$ cat config.mk
export PLATFORM = sky130hd
export DESIGN_NAME = seg_scan_driver
export DESIGN_NICKNAME = d
export VERILOG_FILES = /design/src/rtl/seg_pkg.sv /design/src/rtl/bin2bcd_seq.sv /design/src/rtl/seg_scan_driver.sv
export SDC_FILE = /design/constraint.sdc
export NUM_CORES = 1
export LEC_CHECK = 0
export CAP_MARGIN = 10
export CORE_ASPECT_RATIO = 1.2
export CORE_UTILIZATION = 50
export DETAILED_ROUTE_END_ITERATION = 8
export GPL_ROUTABILITY_DRIVEN = 0
export PLACE_DENSITY = 0.78
export SETUP_SLACK_MARGIN = 0.02
export SYNTH_ARGS = -nofsm -noshare
export SYNTH_HDL_FRONTEND = slang
export SYNTH_HIERARCHICAL = 1
export SYNTH_SLANG_ARGS = --single-unit
$ cat constraint.sdc
create_clock -name clk -period 1.93 [get_ports clk]
set_input_delay 0.386 -clock clk [delete_from_list [all_inputs] [get_ports clk]]
set_output_delay 0.386 -clock clk [all_outputs]
set_load 0.02 [all_outputs]
$ cat src/rtl/seg_pkg.sv
// Shared types and constants for the 7-segment scan front end.
// Holds the double-dabble nibble adjust and the signed-to-magnitude helper.
package seg_pkg;

    localparam int VAL_W      = 10;
    localparam int BCD_DIGITS = 3;
    localparam int BCD_W      = 4 * BCD_DIGITS;
    localparam int ITER_CNT   = 10;
    localparam int ITER_W     = $clog2(ITER_CNT);

    localparam logic [1:0] SIGN_SLOT = 2'd3;

    typedef enum logic {
        IDLE = 1'b0,
        CONV = 1'b1
    } state_t;

    // Add 3 to every nibble that is 5 or more, ahead of the next left shift.
    function automatic logic [BCD_W-1:0] dabble_adjust(input logic [BCD_W-1:0] bcd);
        logic [BCD_W-1:0] res;
        res = bcd;
        for (int i = 0; i < BCD_DIGITS; i++) begin
            if (bcd[4*i +: 4] >= 4'd5) begin
                res[4*i +: 4] = bcd[4*i +: 4] + 4'd3;
            end
        end
        return res;
    endfunction

    // Two's-complement magnitude read back as unsigned, so -512 maps to 512.
    function automatic logic [VAL_W-1:0] magnitude(input logic [VAL_W-1:0] v);
        return v[VAL_W-1] ? (~v + VAL_W'(1)) : v;
    endfunction

endpackage

$ cat src/rtl/bin2bcd_seq.sv
// Sequential shift-add-3 converter: one bit per cycle, start/done handshake.
// done pulses on the final iteration edge, with bcd_out carrying the result.
module bin2bcd_seq
    import seg_pkg::*;
(
    input  logic             clk,
    input  logic             rst_n,
    input  logic             start,
    input  logic [VAL_W-1:0] bin_in,
    output logic             busy,
    output logic             done,
    output logic [BCD_W-1:0] bcd_out
);

    state_t              state_q, state_d;
    logic [VAL_W-1:0]    shift_q, shift_d;
    logic [BCD_W-1:0]    bcd_q, bcd_d;
    logic [ITER_W-1:0]   iter_q, iter_d;
    logic [BCD_W-1:0]    adjusted;

    always_comb begin
        // NOTE: every always_comb output gets a default first, so no path infers a latch.
        state_d  = state_q;
        shift_d  = shift_q;
        bcd_d    = bcd_q;
        iter_d   = iter_q;
        done     = 1'b0;
        adjusted = dabble_adjust(bcd_q);

        case (state_q)
            IDLE: begin
                if (start) begin
                    shift_d = bin_in;
                    bcd_d   = '0;
                    iter_d  = '0;
                    state_d = CONV;
                end
            end
            CONV: begin
                {bcd_d, shift_d} = {adjusted, shift_q} << 1;
                iter_d           = iter_q + 1'b1;
                if (iter_q == ITER_W'(ITER_CNT - 1)) begin
                    state_d = IDLE;
                    done    = 1'b1;
                end
            end
            default: state_d = IDLE;
        endcase
    end

    // NOTE: sequential state uses non-blocking assignments only, so every flop samples pre-edge values.
    always_ff @(posedge clk or negedge rst_n) begin
        if (!rst_n) begin
            state_q <= IDLE;
            shift_q <= '0;
            bcd_q   <= '0;
            iter_q  <= '0;
        end else begin
            state_q <= state_d;
            shift_q <= shift_d;
            bcd_q   <= bcd_d;
            iter_q  <= iter_d;
        end
    end

    assign busy    = (state_q == CONV);
    assign bcd_out = bcd_d;

endmodule

$ cat src/rtl/seg_scan_driver.sv
// Captures a signed result, converts it to BCD and drives the digit scan.
// Display registers update only when a conversion completes.
module seg_scan_driver
    import seg_pkg::*;
#(
    parameter int REFRESH_DIV = 100000
) (
    input  logic             clk,
    input  logic             rst_n,
    input  logic [VAL_W-1:0] value,
    input  logic             load,
    input  logic             disp_en,
    output logic             busy,
    output logic             en,
    output logic [1:0]       count,
    output logic [3:0]       num,
    output logic             sign
);

    localparam int PS_W = (REFRESH_DIV > 2) ? $clog2(REFRESH_DIV) : 1;

    logic             start;
    logic             done;
    logic [BCD_W-1:0] bcd_out;

    logic             sign_pend_q, sign_pend_d;
    logic [BCD_W-1:0] digits_q, digits_d;
    logic             sign_q, sign_d;
    logic [PS_W-1:0]  prescale_q, prescale_d;
    logic [1:0]       count_q, count_d;
    logic [3:0]       num_q, num_d;
    logic             en_q;

    // A load during a conversion never reaches the engine.
    assign start = load & ~busy;

    bin2bcd_seq u_bin2bcd (
        .clk     (clk),
        .rst_n   (rst_n),
        .start   (start),
        .bin_in  (magnitude(value)),
        .busy    (busy),
        .done    (done),
        .bcd_out (bcd_out)
    );

    always_comb begin
        sign_pend_d = start ? value[VAL_W-1] : sign_pend_q;
        digits_d    = done ? bcd_out : digits_q;
        sign_d      = done ? sign_pend_q : sign_q;

        prescale_d = prescale_q + 1'b1;
        count_d    = count_q;
        if (prescale_q == PS_W'(REFRESH_DIV - 1)) begin
            prescale_d = '0;
            count_d    = count_q + 2'd1;
        end

        // Mux from next-state values so a slot change and a display update on one edge agree.
        case (count_d)
            2'd0:    num_d = digits_d[3:0];
            2'd1:    num_d = digits_d[7:4];
            2'd2:    num_d = digits_d[11:8];
            default: num_d = 4'd0;
        endcase
    end

    always_ff @(posedge clk or negedge rst_n) begin
        if (!rst_n) begin
            sign_pend_q <= 1'b0;
            digits_q    <= '0;
            sign_q      <= 1'b0;
            prescale_q  <= '0;
            count_q     <= '0;
            num_q       <= '0;
            en_q        <= 1'b0;
        end else begin
            sign_pend_q <= sign_pend_d;
            digits_q    <= digits_d;
            sign_q      <= sign_d;
            prescale_q  <= prescale_d;
            count_q     <= count_d;
            num_q       <= num_d;
            en_q        <= disp_en;
        end
    end

    assign en    = en_q;
    assign count = count_q;
    assign num   = num_q;
    assign sign  = sign_q;

endmodule

### Yosys cells after proc, flatten, opt, wreduce, memory -nomap -nowiden

Cells that the tools add are included.

* register bits: 65
* input port bits: 14
* output and inout port bits: 9
* logic and storage cells: 49

* add/subtract/negate cells: 7
* order comparisons: 3
* equal/unequal tests: 5
* multiplexer cells: 19
* bitwise operators: 3
* reduce and logical (&&, ||, !) cells: 1

Operators by type and width (count)
* two-way mux 12 bit: 2
* case mux 12 bit (2 select lines): 1
* two-way mux 10 bit: 2
* case mux 10 bit (2 select lines): 1
* adder 17 x 1 -> 17 bit, second input constant: 1
* == test 17 bit, second input constant: 1
* two-way mux 17 bit: 1
* greater-or-equal comparator 4 x 3 -> 1 bit, second input constant: 3
* two-way mux 4 bit: 3
* case mux 4 bit (3 select lines): 1
* adder 10 x 1 -> 10 bit, second input constant: 1
* inverter 10 bit: 1
* adder 4 x 2 -> 4 bit, second input constant: 2
* case mux 4 bit (2 select lines): 1
* adder 4 x 1 -> 4 bit, second input constant: 1
* == test 4 bit, second input constant: 1
* two-way mux 1 bit: 4
* adder 3 x 2 -> 3 bit, second input constant: 1
* two-way mux 3 bit: 1
* adder 2 x 1 -> 2 bit, second input constant: 1
* == test 2 x 1 -> 1 bit, second input constant: 1
* == test 2 bit, second input constant: 1
* zero test 2 bit: 1
* two-way mux 2 bit: 1
* 4 further kinds: 4

### Logic depth before layout (Yosys ltp)

Gate-level depths: netlist (run 1).

* depth in word-level cells: 6
* mapped depth: 10
* mapped depth without buffers: 9

### Modules after synthesis

Netlist (run 1), hierarchy kept.

Modules (own cells, without submodules)
* seg_scan_driver: instances 1, cells an instance 202, area an instance 2019.4 um^2, seq. area each 950.9 um^2
* bin2bcd_seq: instances 1, cells an instance 150, area an instance 1492.7 um^2, seq. area each 675.6 um^2

### Worst setup path after synthesis (run 1)

OpenSTA, ideal clock, no wires.

* path kind: register -> register
* start point: register u_bin2bcd.state_q (netlist: u_bin2bcd/busy)
* end point: register num_q[1] (netlist: num[1])
* setup time: 0.133 ns
* data arrival time: 2.009 ns
* required time: 1.797 ns
* slack: -0.211 ns
* cell stages (with the launch flop): 11
* buffers on the path: 4
* cells stage by stage: dfrtp_1 -> buf_4 -> inv_4 -> buf_6 -> nor3_2 -> clkbuf_1 -> buf_2 -> mux2i_1 -> nor2_1 -> mux2i_1 -> nand4_1

RTL lines
* from (decl): RTL line bin2bcd_seq.sv:15 `state_t state_q, state_d;`
* from (signal assigned): RTL line bin2bcd_seq.sv:59 `state_q <= state_d;`
* two-way mux 1 bit: RTL line bin2bcd_seq.sv:30 `case (state_q)`
* net done: RTL line seg_scan_driver.sv:23 `logic done;`
* two-way mux 12 bit: RTL line seg_scan_driver.sv:49 `digits_d = done ? bcd_out : digits_q;`
* case mux 4 bit (3 select lines): RTL line seg_scan_driver.sv:60 `case (count_d)`
* net num_d[1]: RTL line seg_scan_driver.sv:31 `logic [3:0] num_q, num_d;`
* to (signal assigned): RTL line seg_scan_driver.sv:83 `num_q <= num_d;`
* to (decl): RTL line seg_scan_driver.sv:31

The timed path passes the listed nets, and every way through them passes these cells.
A chain may end at the register's enable or synchronous reset.

### Worst setup path in the final report (run 1)

* start point: register prescale_q[5]
* end point: register num_q[3] (netlist: num[3])

* longest elaborated chain between the ends: 4

RTL lines
* from (decl): RTL line seg_scan_driver.sv:29 `logic [PS_W-1:0] prescale_q, prescale_d;`
* from (signal assigned): RTL line seg_scan_driver.sv:81 `prescale_q <= prescale_d;`
* == test 17 bit (*): RTL line seg_scan_driver.sv:54 `if (prescale_q == PS_W'(REFRESH_DIV - 1)) begin`
* two-way mux 2 bit (*): RTL line seg_scan_driver.sv:54
* == test 2 bit, or another cell as far along: RTL line seg_scan_driver.sv:60
* case mux 4 bit (3 select lines) (*): RTL line seg_scan_driver.sv:60
* net num_d[3]: RTL line seg_scan_driver.sv:31

The timed path passes the listed nets; every way through them passes the cells marked *.

==> flow_metrics.py, run 1 <==
metrics = {
    "run_status": {
        "result_of_the_run": "finished, violations left",
        "violations": "setup timing",
    },
    "worst_setup_path": {
        "worst_r2r_startpoint": "prescale_q[5]$_DFF_PN0_",
        "critical_path_class": "reg -> reg",
        "timing.critical_path.fanout_max": 14,
        "crit_path_end_kind": "flip-flop",
        "startpoint_type": "flip-flop",
        "arrival_time_of_the_worst_setup_path_ns": 2.25,
        "critPathLaunch": "prescale_q[5]$_DFF_PN0_",
        "cp_data_required_time_ns": 2.15,
    },
    "sta": {
        "tightest_slew_ns": 0.4362,
        "skew_ns": 0.007387,
        "grt_setup_unrepaired": "yes",
        "final_period_minus_worst_setup_slack_ns": 2.025,
        "setup_viol": 4,
        "post-route-period-util": 1.049,
        "achievable_frequency_ghz": 0.4938,
        "final_hold_viol_count": 0,
        "headroom_to_the_max_slew_limit": 0.7089,
        "report.final.slew_viol_count": 0,
        "final.setup.worst_slack_ns": -0.09499,
    },
    "die": {
        "chipWidth_um": 78.51,
        "floorplan.initialDensity": 0.5155,
        "fp.coreArea_mm2": 0.006813,
        "num_io_pins": 23,
        "die_outline_height_um": 93.81,
        "die_area_mm2": 0.007365,
        "rows": 33,
    },
    "run": {
        "timing.max_cap.violations": 0,
    },
    "pwr": {
        "power.sequential.fraction": 0.351,
        "power-per-cell-area_mw_per_mm2": 1337,
        "share_of_power_burned_in_the_clock_network": 0.186,
        "switching_share": 0.3753,
        "power_after_layout_uw": 6078,
        "pwr-share-comb": 0.463,
        "power_report.internal_total_uw": 3797,
        "peakVddDrop_uv": 594.7,
        "cellLeakagePower_uw": 0.001999,
        "sw_power_uw": 2281,
    },
    "finish": {
        "drive_gt1_frac": 0.2578,
        "final_util": 0.6670,
        "n_antenna_cell": 0,
        "instances_no_fill": 506,
        "final_nets": 438,
        "synthToLayoutAreaGrowth_pct": 29.39,
    },
    "global_routing": {
        "grt_first_pass_wirelength_mm": 12.77,
        "initial_antenna_violation_count": 0,
        "via_count_of_the_first_global_routing_pass": 2794,
        "grt_max_degree": 66,
        "total_congestion_overflow": 0,
        "gr-usage-all-layers": 0.2250,
    },
    "yosys": {
        "netlist_cell_types": 53,
        "synth_top_flop_cell": "dfrtp_1",
        "synth_largest_type_area_fraction": 0.4631,
        "synth-seq-cells": 65,
        "yosys_warnings": 6,
        "synth_top_cell_by_area": "dfrtp_1",
        "synth_nets": 376,
        "postSynthCellCount": 352,
        "asyncSetResetFlopFracSynth": 1.000,
        "synth-edff-count": 0,
        "seq_area_frac_synth": 0.4631,
        "syn-cell-area_mm2": 0.003512,
        "post_synth_main_area_contributors": "dfrtp_1 46%, mux2i_1 9.1%, nor2_1 3.7%, ha_1 3.6%, o21ai_0 3.3%",
        "syn_avg_cell_area_um2": 9.978,
    },
    "route": {
        "detailed_route_wire_length_mm": 7.582,
        "wire_per_inst_um": 14.98,
        "postRouteAntennaNets": 0,
        "vias_per_cell": 5.340,
        "drt_pre_antenna_iters": 4,
        "remaining_drc_errors": 0,
        "detailroute.via_count": 2702,
        "drt-initial-drc-count": 135,
    },
    "clocking": {
        "clock_sink_count": 65,
        "htree_num_levels": 3,
        "worstSkewPairLatency_ns": 0.34,
        "cts_tree": "done",
        "cell_chosen_for_the_clock_root": "clkbuf_8",
        "clock_path_buffers": 2,
        "clock_slew_seen_by_the_registers_of_the_worst_setup_and_hold_paths_ns": 0.07,
        "numCtsBuffers": 9,
    },
    "min_path": {
        "worst_hold_path_type": "in -> async",
    },
    "placed_design": {
        "hpwl_mm": 4.891,
        "port-buffer-count": 22,
        "numPlacedInstances": 485,
    },
}
[per-stage QoR]
stage / setup slack (ns) / TNS [ns] / instance area (µm²) / hold slack, ns
2_1_floorplan: -0.01386 / -0.01386 / 3545 / 0.09041
3_3_place_gp: -0.5513 / -3.293 / 4100 / 0.4263
3_5_place_dp: -0.5988 / -3.939 / 4100 / 0.4299
4_1_cts: -0.04250 / -0.1548 / 4415 / 0.05619
5_1_grt: -0.1146 / -0.7637 / 4544 / 0.09118
6_report: -0.09499 / -0.2987 / 4544 / 0.04028
[final timing paths]
| kind | to | slack (ns) | depth (start not counted) |
|---|---|---|---|
| worst min-delay path | u_bin2bcd/bcd_q[9]$_DFF_PN0_ | 0.04 | 2 |
| worst max register to register | num[3]$_DFF_PN0_ | -0.09 | 5 |
| max in group asynchronous | u_bin2bcd/iter_q[0]$_DFFE_PN0P_ | 1.59 | 2 |
| worst max-delay path | num[3]$_DFF_PN0_ | -0.09 | 5 |
| min in group clk | en$_DFF_PN0_ | 0.48 | 1 |
| worst min register to register | prescale_q[0]$_DFF_PN0_ | 0.48 | 1 |
[power by group through the flow]
stage	Clock [µW]	Sequential (µW)	Combinational, µW
2_1_floorplan	0	2090	1470
5_1_grt	1220	2180	3070
4_1_cts	1170	2100	2540
6_report	1130	2130	2810
3_5_place_dp	0	2090	2300
3_3_place_gp	0	2060	2210
[cells by family (layout without fill, tap and decap cells)]
logic type / count (synthesis) / in the layout / synth area share
multiplexers: 35 / 35 / 0.1008
flip-flops: 65 / 65 / 0.4631
AO/OA/AOI/OAI: 52 / 52 / 0.09798
adder cells (fa/ha/maj): 10 / 10 / 0.03563
buffers and inverters: 41 / 108 / 0.05451
XOR/XNOR: 24 / 24 / 0.05985
AND/OR/NAND/NOR: 125 / 125 / 0.1881
[sequential cells by signal, summed over array words and instances, names as in the netlist]
register	flops
u_bin2bcd/bcd_q	12
sign_pend_q	1
u_bin2bcd/shift_q	10
count	2
digits_q	12
sign	1
prescale_q	17
u_bin2bcd/busy	1
num	4
u_bin2bcd/iter_q	4
en	1
[synthesized netlist by cell type (4+ instances only)]
| master | instances |
|---|---|
| ha_1 | 10 |
| dfrtp_1 | 65 |
| mux2i_1 | 32 |
| nor2b_1 | 6 |
| inv_1 | 25 |
| nor2_1 | 35 |
| nor4_1 | 4 |
| nand2b_1 | 5 |
| nand3_1 | 14 |
| xnor2_1 | 13 |
| buf_4 | 4 |
| a21oi_1 | 7 |
| clkbuf_1 | 5 |
| nand2_1 | 28 |
| o21ai_0 | 23 |
| nand4_1 | 9 |
| xor2_1 | 11 |
[worst max-delay path: stages (launching register included)]
cell and delay [ns]:
dfrtp_1 0.38, or4b_4 0.56, nor4_4 0.36, buf_12 0.20, mux2i_1 0.31, nand3_1 0.11
[layer usage]
layer | wire length (µm) | track usage | up-vias | part of all wire
li1 | - | - | 1350 | -
met1 | 3420 | 0.2676 | 1302 | 0.45
met2 | 3829 | 0.3942 | 39 | 0.51
met3 | 211 | 0.03981 | 11 | 0.028
met4 | 120 | 0.1003 | 0 | 0.016
met5 | 0 | 0 | - | 0
[timing repair]
| action | 4_1_cts | 5_1_grt |
|---|---|---|
| pin swaps | 8 | 8 |
| setup buffers | 4 | 1 |
| hold buffers | 0 | 0 |
| endpoints found under the setup margin | 6 | 18 |
| hold endpoints to repair | 0 | 0 |
| resized for setup | 24 | 31 |
[cells in the final DEF, fill, tap and decap left out, types with 10 or more instances in the layout]
cell type        count
buf_4               39
clkbuf_8            10
clkdlybuf4s50_1     18
dfrtp_1             64
inv_1               21
mux2i_1             21
nand2_1             28
nand3_1             12
nor2_1              33
o21ai_0             18
xnor2_1             13
xor2_1              11
[area by class of cell]
cell class / count / area, µm²
fill: 507 / 2268
multi-input combinational: 246 / 1916
clock inverter: 3 / 40.04
clock buffer: 13 / 148.9
inverter: 26 / 105.1
tap: 87 / 108.9
sequential: 65 / 1628
timing repair buffer: 66 / 598.1
Note: power is estimated with default switching activity, not from simulation.
==> run 2, diff against run 1 <==
--- a/config.mk
+++ b/config.mk
@@ -14,5 +14,4 @@
 export SETUP_SLACK_MARGIN = 0.02
 export SYNTH_ARGS = -nofsm -noshare
 export SYNTH_HDL_FRONTEND = slang
-export SYNTH_HIERARCHICAL = 1
 export SYNTH_SLANG_ARGS = --single-unit
==> run 2 against run 1 <==
Core utilization rose by 0.25 points. Global-route usage fell by 1.2 points. First-iteration DRC count rose by 35%. Synthesized cell count fell by 12%. Critical path type unchanged. Via count fell by 6.6%. Sequential share of layout area rose by 3.6 points. The run still ends with setup timing left. Combinational power fell by 28%. Worst setup slack improved by 0.0042 ns. Non-clock buffer count rose by 1.
==> flow_metrics.py, run 2 <==
metrics = {
    "clocking": {
        "numCtsBuffers": 9,
        "clock_slew_seen_by_the_registers_of_the_worst_setup_and_hold_paths_ns": 0.08,
        "clock_path_buffers": 2,
        "htree_num_levels": 3,
        "clock_sink_count": 65,
        "worstSkewPairLatency_ns": 0.34,
        "cts_tree": "done",
        "cell_chosen_for_the_clock_root": "clkbuf_8",
    },
    "sta": {
        "achievable_frequency_ghz": 0.4948,
        "final_hold_viol_count": 0,
        "tightest_slew_ns": 0.3906,
        "report.final.slew_viol_count": 0,
        "skew_ns": 0.008672,
        "final.setup.worst_slack_ns": -0.09082,
        "grt_setup_unrepaired": "yes",
        "final_period_minus_worst_setup_slack_ns": 2.021,
        "headroom_to_the_max_slew_limit": 0.7388,
        "post-route-period-util": 1.047,
        "setup_viol": 4,
        "timing.hold.ws_ns": 0.01859,
    },
    "yosys": {
        "synth-seq-cells": 65,
        "asyncSetResetFlopFracSynth": 1.000,
        "syn-cell-area_mm2": 0.003257,
        "netlist_cell_types": 50,
        "synth-edff-count": 0,
        "postSynthCellCount": 311,
        "yosys_warnings": 0,
        "post_synth_main_area_contributors": "dfrtp_1 50%, o21ai_0 5.1%, xnor2_1 4.3%, nand2_1 3.9%, ha_1 3.8%",
        "syn_avg_cell_area_um2": 10.47,
        "synth_top_cell_by_area": "dfrtp_1",
        "synth.top_cells.by_count": "65 x dfrtp_1, 34 x nand2_1, 33 x o21ai_0",
        "seq_area_frac_synth": 0.4994,
        "synth_top_flop_cell": "dfrtp_1",
        "synth_largest_type_area_fraction": 0.4994,
        "top_count_cell_post_synth": "dfrtp_1",
        "synth_nets": 335,
    },
    "global_routing": {
        "groute.layer.met1.usage": 0.2568,
        "grt_max_degree": 66,
        "grt-busiest-layer": "met2",
        "via_count_of_the_first_global_routing_pass": 2507,
        "grt_first_pass_wirelength_mm": 11.09,
        "gr-usage-all-layers": 0.2131,
        "grt_use_met2": 0.3609,
        "total_congestion_overflow": 0,
        "initial_antenna_violation_count": 0,
        "groute.layer.met3.usage": 0.05915,
    },
    "placed_design": {
        "hpwl_mm": 4.717,
        "numPlacedInstances": 447,
        "port-buffer-count": 22,
        "dpl-instance-area_mm2": 0.003890,
    },
    "worst_setup_path": {
        "critical_path_class": "reg -> reg",
        "arrival_time_of_the_worst_setup_path_ns": 2.30,
        "crit_path_end_kind": "flip-flop",
        "timing.critical_path.fanout_max": 6,
        "startpoint_type": "flip-flop",
        "cp_data_required_time_ns": 2.21,
    },
    "finish": {
        "most_common_cell_after_layout_fill_and_taps_aside": "dfrtp_1",
        "layout.cell_area.non_filler_mm2": 0.004129,
        "largest_register_ff_count": 17,
        "commonest_cells_after_routing_fill_and_taps_aside": "65 x dfrtp_1, 42 x buf_4, 34 x nand2_1",
        "reg_top3": "prescale_q (17), digits_q (12), u_bin2bcd.bcd_q (12)",
        "drive_gt1_frac": 0.2277,
        "synthToLayoutAreaGrowth_pct": 26.78,
        "final_nets": 402,
        "instances_no_fill": 464,
        "n_antenna_cell": 0,
        "largest_register": "prescale_q",
    },
    "die": {
        "num_io_pins": 23,
        "die_outline_height_um": 90.41,
        "die_area_mm2": 0.006842,
        "chipWidth_um": 75.68,
        "rows": 31,
        "floorplan.initialDensity": 0.5281,
        "fp.coreArea_mm2": 0.006167,
    },
    "min_path": {
        "worst_hold_path_type": "in -> async",
    },
    "pwr": {
        "power-per-cell-area_mw_per_mm2": 1229,
        "peakVddDrop_uv": 609.8,
        "cellLeakagePower_uw": 0.001986,
    },
    "route": {
        "remaining_drc_errors": 0,
        "drt-initial-drc-count": 182,
        "vias_per_cell": 5.442,
        "wire_per_inst_um": 14.68,
        "drt_pre_antenna_iters": 4,
        "postRouteAntennaNets": 0,
        "detailed_route_wire_length_mm": 6.813,
        "detailroute.via_count": 2525,
    },
    "run": {
        "timing.max_cap.violations": 0,
    },
    "run_status": {
        "result_of_the_run": "finished, violations left",
        "violations": "setup timing",
    },
}
==> run 2: logic make-up (layout without fill, tap and decap cells) <==
family,count (synthesis),in the layout,share of synthesized area
flops,65,65,0.4994
fa+ha+maj,10,10,0.03842
compound gates,62,62,0.1187
buf+inv,25,96,0.03112
simple gates,105,105,0.1848
mux,16,16,0.05225
xor+xnor,28,28,0.07530
==> run 2: stage by stage <==
step	setup WS [ns]	utilization	setup TNS (ns)	total power (µW)
final	-0.09082	0.6695	-0.2425	5075
after global routing	-0.1684	0.6695	-0.5593	5402
after CTS	-0.07790	0.6620	-0.1744	5075
after detailed placement	-0.2968	0.6308	-1.385	4044
after global placement	-0.2514	0.6308	-1.104	3922
after floorplan	-0.07788	-	-0.08644	3268
==> run 2: routing by layer <==
metal	share of wire	up-vias	wire [µm]
met1	0.42	1255	2846
met3	0.028	11	190
met2	0.54	33	3686
met5	0	-	0
li1	-	1226	-
met4	0.013	0	90
==> run 2: final timing paths <==
path	from	endpoint	slack [ns]	cells after the start
setup / recovery	prescale_q[14]$_DFF_PN0_	num[3]$_DFF_PN0_	-0.09	7
hold / removal	rst_n	u_bin2bcd.bcd_q[6]$_DFF_PN0_	0.02	2
setup reg to reg	prescale_q[14]$_DFF_PN0_	num[3]$_DFF_PN0_	-0.09	7
hold reg to reg	u_bin2bcd.shift_q[2]$_DFFE_PN0P_	u_bin2bcd.shift_q[3]$_DFFE_PN0P_	0.49	2
max in group asynchronous	rst_n	u_bin2bcd.shift_q[9]$_DFFE_PN0P_	1.59	2
min in group clk	value[0]	u_bin2bcd.shift_q[0]$_DFFE_PN0P_	0.46	4
==> run 2: layout make-up <==
| type | instances | area (µm²) |
|---|---|---|
| fill | 466 | 2038 |
| sequential | 65 | 1627 |
| multi-input combinational | 221 | 1583 |
| timing repair buffer | 67 | 594.3 |
| clock buffer | 10 | 137.6 |
| tap | 82 | 102.6 |
| inverter | 14 | 52.55 |
| clock inverter | 5 | 32.53 |
==> run 2: power breakdown <==
part	leakage, µW	internal, µW	total [µW]	switching (µW)
clock network	0.0000802	488	1010	525
registers	0.000830	1790	2040	255
logic	0.00108	978	2020	1040
==> run 2: worst max-delay path: stages (launching register included) <==
cell	delay (ns)
dfrtp_1	0.38
or4b_4	0.56
nor4_4	0.27
buf_4	0.18
nor3b_4	0.24
o21bai_1	0.12
nand3_1	0.11
a21o_1	0.09
==> run 2: what timing repair did <==
action / CTS / global route
buffers inserted: 2 / 0
hold buffers: 0 / 0
pin swaps: 8 / 3
setup endpoints to repair: 5 / 8
gates resized for setup: 6 / 12
